`config.mk`:
```
export PLATFORM = sky130hd
export DESIGN_NAME = seq_pattern_tx
export DESIGN_NICKNAME = d
export VERILOG_FILES = /design/src/rtl/seq_pkg.sv /design/src/rtl/register_r.sv /design/src/rtl/seq_pattern_tx.sv
export SDC_FILE = /design/constraint.sdc
export NUM_CORES = 1
export LEC_CHECK = 0
export ABC_AREA = 1
export CAP_MARGIN = 5
export CORE_MARGIN = 10
export CORE_UTILIZATION = 47
export CTS_CLUSTER_DIAMETER = 100
export DETAILED_ROUTE_END_ITERATION = 7
export GPL_TIMING_DRIVEN = 0
export PLACE_DENSITY_LB_ADDON = 0.05
export REMOVE_ABC_BUFFERS = 1
export SYNTH_ARGS = -nofsm -noshare
export SYNTH_HDL_FRONTEND = slang
export SYNTH_SLANG_ARGS = --single-unit
```
`constraint.sdc`:
```
create_clock -name clk -period 4.4 [get_ports clk]
set_clock_uncertainty 0.1 [all_clocks]
set_input_delay 0.88 -clock clk [delete_from_list [all_inputs] [get_ports clk]]
set_output_delay 0.88 -clock clk [all_outputs]
set_load 0.01 [all_outputs]
```
`src/rtl/seq_pkg.sv`:
```
// Shared state encoding for the serial pattern source and the run-of-ones detectors.
package seq_pkg;
  typedef enum logic [1:0] {
    S_IDLE  = 2'b00,
    S_SHIFT = 2'b01,
    S_DONE  = 2'b11
  } state_e;
endpackage

```
`src/rtl/register_r.sv`:
```
// Plain N-bit register with synchronous active-high clear.
module register_r #(
  parameter int N = 1
) (
  input  logic         clk,
  input  logic         rst,
  input  logic [N-1:0] d,
  output logic [N-1:0] q
);
  always_ff @(posedge clk) begin
    if (rst) q <= '0;
    else     q <= d;
  end
endmodule

```
`src/rtl/seq_pattern_tx.sv`:
```
// Bit-serial pattern transmitter: latches pattern/len/reps on start and shifts it
// out MSB-first, repeated back-to-back, then pulses done for one cycle.
module seq_pattern_tx
  import seq_pkg::*;
#(
  parameter int W  = 8,
  parameter int LW = 4,
  parameter int CW = 4
) (
  input  logic          clk,
  input  logic          rst,
  input  logic          start,
  input  logic [W-1:0]  pattern,
  input  logic [LW-1:0] len,
  input  logic [CW-1:0] reps,
  output logic          out,
  output logic          out_valid,
  output logic          busy,
  output logic          done
);
  logic [1:0]    state_q, state_d;
  logic [W-1:0]  pat_q, pat_d;
  logic [LW-1:0] len_q, len_d, idx_q, idx_d, len_in, sel_idx;
  logic [CW-1:0] rep_q, rep_d;
  logic [W-1:0]  sel_pat, shifted;
  logic          emit, out_d, busy_d, done_d;

  register_r #(.N(2)) u_state (
    .clk (clk),
    .rst (rst),
    .d   (state_d),
    .q   (state_q)
  );

  assign len_in = (len == '0 || len > LW'(W)) ? LW'(W) : len;

  // The bit for next cycle is selected here so out/out_valid can be flopped.
  always_comb begin
    state_d = state_q;
    pat_d   = pat_q;
    len_d   = len_q;
    idx_d   = idx_q;
    rep_d   = rep_q;
    sel_pat = pat_q;
    sel_idx = idx_q;
    emit    = 1'b0;
    busy_d  = 1'b0;
    done_d  = 1'b0;
    case (state_e'(state_q))
      S_IDLE: begin
        if (start) begin
          pat_d  = pattern;
          len_d  = len_in;
          rep_d  = reps;
          busy_d = 1'b1;
          if (reps == '0) begin
            state_d = S_DONE;
            done_d  = 1'b1;
          end else begin
            state_d = S_SHIFT;
            idx_d   = len_in - LW'(1);
            sel_pat = pattern;
            sel_idx = len_in - LW'(1);
            emit    = 1'b1;
          end
        end
      end
      S_SHIFT: begin
        busy_d = 1'b1;
        if (idx_q == '0) begin
          if (rep_q == CW'(1)) begin
            state_d = S_DONE;
            done_d  = 1'b1;
            rep_d   = '0;
          end else begin
            rep_d   = rep_q - CW'(1);
            idx_d   = len_q - LW'(1);
            sel_idx = len_q - LW'(1);
            emit    = 1'b1;
          end
        end else begin
          idx_d   = idx_q - LW'(1);
          sel_idx = idx_q - LW'(1);
          emit    = 1'b1;
        end
      end
      S_DONE:  state_d = S_IDLE;
      default: state_d = S_IDLE;
    endcase
    shifted = sel_pat >> sel_idx;
    out_d   = emit & shifted[0];
  end

  always_ff @(posedge clk) begin
    if (rst) begin
      pat_q     <= '0;
      len_q     <= '0;
      idx_q     <= '0;
      rep_q     <= '0;
      out       <= 1'b0;
      out_valid <= 1'b0;
      busy      <= 1'b0;
      done      <= 1'b0;
    end else begin
      pat_q     <= pat_d;
      len_q     <= len_d;
      idx_q     <= idx_d;
      rep_q     <= rep_d;
      out       <= out_d;
      out_valid <= emit;
      busy      <= busy_d;
      done      <= done_d;
    end
  end
endmodule

```
==> out/results.txt <==
status - completed
data arrival time at the worst-slack endpoint - 2.62 ns
warning count from the yosys run - 0
Layout Nets - 268
Peak supply drop - 0.2007 mV
Hold Buf Count CTS - 0
combinational cell fraction of total power - 32.5%
antenna violations before repair - 0
clock tree from TritonCTS - done
Async S/R FF share, synth - 0%
Max-Cap Viols - 0
insertion delay to the later sink of the worst-skew pair - 0.33 ns
Synth top area share - 34.24%
sequential share of power - 41.9%
final antenna-violating net count - 0
Leak - 0.8221 nW
simple-gate share of the synthesized area - 27.57%
Core Util, Final - 58.90%
number of detailed-route iterations in the first pass - 4
most common flop cell mapped by yosys - sky130_fd_sc_hd__dfxtp_1
maximum clock insertion buffer count - 2
register clock-pin slew on the reported worst setup and hold paths - 0.15 ns
multiplexer fraction of the synthesized cell area - 0%
post-detailed-route via-to-cell ratio - 4.944
via count of the first global-routing pass - 1347
synthesized-area fraction occupied by adder cells - 4.115%
Starting Density - 49.39%
worst-margin pin slew - 0.4609 ns
layout overhead on the synthesized area - 19.26%
Clock Sinks - 26
ant diodes - 0
number of flip-flops and latches in the synthesized netlist - 26
leading post-synthesis cells by instance count - sky130_fd_sc_hd__nand2_1, sky130_fd_sc_hd__inv_1, sky130_fd_sc_hd__a21oi_1, sky130_fd_sc_hd__dfxtp_1, sky130_fd_sc_hd__o21ai_0
Via Count - 1419
std cell rows - 20
pin count of the biggest net entering global routing - 20
H-tree depth reported by CTS - 1
library cells used by synthesis - 29
Remaining Overflow, GRT - 0
post-route cell area - 1813 um^2
Avg Inst Size Synth - 6.817 um^2
Final Hold Vio Count - 0
overall global routing resource usage - 11.88%
buffers inserted by post-CTS timing repair - 0
clock buffers created by TritonCTS - 3
fmax - 404.6 MHz
number of cells produced by synthesis - 223
CP max FO - 4
Startpoint Class - input port
total length of routed wires - 3.330 mm
cell type with the largest total area after synthesis - sky130_fd_sc_hd__dfxtp_1
number of gates resized after cts - 0
worst endpoint required time - 4.55 ns
total core area - 3078 um^2
internal power summed over all cells - 0.4409 mW
portion of the clock cycle consumed by the worst path in the final layout - 56.17%
Placer Congestion - 0.8894
top area cells in the synthesized netlist - sky130_fd_sc_hd__dfxtp_1, sky130_fd_sc_hd__nand2_1, sky130_fd_sc_hd__a21oi_1, sky130_fd_sc_hd__inv_1, sky130_fd_sc_hd__o21ai_0
number of I/O port buffers - 22
number of max-slew violations in the final report - 0
Placed Area - 1760 um^2
share of synthesized area occupied by flip-flops and latches - 34.24%
routed wirelength normalized by instance count - 11.60 um
total power per unit cell area - 363.0 nW/um^2
class of the tightest hold or removal check - reg2reg
die span in x - 76.87 um
number of design-rule violations left by the first detailed-router iteration - 67
post-layout instance count excluding filler cells - 287
Hold Path Cell Cnt - 2
count of final setup violators - 0
category of the worst setup path capture point - flop
minimum clock period - 2.472 ns
number of top-level pins - 23
fraction of the mapped netlist area in compound gates - 21.98%
global-route wire length before repair - 6.003 mm
library cell with the highest instance count after synthesis - sky130_fd_sc_hd__nand2_1
final worst hold slack - 0.3639 ns
cell total after placement - 283
reported net switching power - 0.2171 mW
chip height - 76.87 um
sum of negative setup slack - 0 ns
headroom to the max-slew limit - 69.24%
DRC - 0
mapped cell area - 1520 um^2
final total power - 0.6580 mW
Detailed Place HPWL - 2.575 mm
largest family of logic cells by synthesized area - simple AND/OR/NAND/NOR gates
Post-Place Worst Slack - 1.557 ns
share of cells above drive strength 1 - 8.230%
minimum setup slack in the final design - 1.928 ns
critical path start-end classification - in2reg
XOR/XNOR Fraction of Synth Area - 1.152%
clock power share - 25.5%
buffer type at the clock tree root - sky130_fd_sc_hd__clkbuf_4
number of synthesized flops with an enable pin - 0
FF-to-FF path depth - 14
RSZ-0062 raised after global routing - false
switching share of total power - 33.00%
die footprint - 5909 um^2
## metal layers
| layer | GRT usage [%] | share of wire, % | vias to the layer above |
|---|---|---|---|
| met1 | 15.63 | 51 | 627 |
| met2 | 18.55 | 46 | 21 |
| met5 | 0 | 0 | - |
| met3 | 2.564 | 2.7 | 2 |
| met4 | 4.089 | 0.39 | 0 |
| li1 | - | - | 769 |
## sequential cells by signal (all words and copies together) (netlist names)
| name | count |
|---|---|
| pat_q | 8 |
| idx_q | 4 |
| len_q | 4 |
| rep_q | 4 |
| u_state.q | 2 |
| busy | 1 |
| done | 1 |
| out | 1 |
| out_valid | 1 |
## critical path, stage by stage
cell and delay [ns]:
sky130_fd_sc_hd__clkdlybuf4s50_1 0.42, sky130_fd_sc_hd__inv_1 0.09, sky130_fd_sc_hd__nand2_1 0.13, sky130_fd_sc_hd__ha_1 0.34, sky130_fd_sc_hd__nand3_1 0.08, sky130_fd_sc_hd__nand2_1 0.05
sky130_fd_sc_hd__nand2_1 0.05, sky130_fd_sc_hd__nand3_1 0.17, sky130_fd_sc_hd__inv_1 0.12, sky130_fd_sc_hd__nand3_1 0.08, sky130_fd_sc_hd__nand2_1 0.06, sky130_fd_sc_hd__nand2_1 0.04
sky130_fd_sc_hd__nand2_1 0.06, sky130_fd_sc_hd__nor2_1 0.04
## cells by family (layout without fill, tap and decap cells)
logic type | Yosys count | after routing
XOR/XNOR | 2 | 2
adder cells (fa/ha/maj) | 5 | 5
buffers and inverters | 41 | 61
AO/OA/AOI/OAI | 62 | 62
AND/OR/NAND/NOR | 87 | 87
flip-flops | 26 | 26
## worst paths after layout
check	start	endpoint	slack, ns
worst max-delay path	len[3]	out	1.93
worst min-delay path	pat_q[1]	pat_q[1]	0.36
worst max register to register	idx_q[0]	out	2.49
worst min register to register	pat_q[1]	pat_q[1]	0.36
## placed cells by master (no fill, tap or decap), drive strengths merged
cell type	n
bufinv	1
xor2	1
nand3b	3
a221oi	1
clkdlybuf4s50	22
clkbuf	3
xnor2	1
nand2	47
dfxtp	26
a21oi	27
o211ai	2
a211oi	4
nor2	21
o21ai	27
nor3	3
ha	5
o22ai	1
nand3	13
inv	35
## power by group through the flow
stage | logic (mW) | registers, mW | clock network, mW
2_1_floorplan | 0.152 | 0.280 | 0
5_1_grt | 0.251 | 0.280 | 0.179
6_report | 0.214 | 0.276 | 0.168
3_3_place_gp | 0.214 | 0.281 | 0
3_5_place_dp | 0.214 | 0.281 | 0
4_1_cts | 0.215 | 0.276 | 0.171
## final cells by class
| class | count | area [um^2] |
|---|---|---|
| Clock buffer | 3 | 22.52 |
| Clock inverter | 1 | 30.03 |
| Fill cell | 338 | 1265 |
| Inverter | 35 | 131.4 |
| Multi-Input combinational cell | 156 | 833.3 |
| Sequential cell | 26 | 520.5 |
| Tap cell | 44 | 55.05 |
| Timing Repair Buffer | 22 | 220.2 |
(Power assumes the default switching activity.)
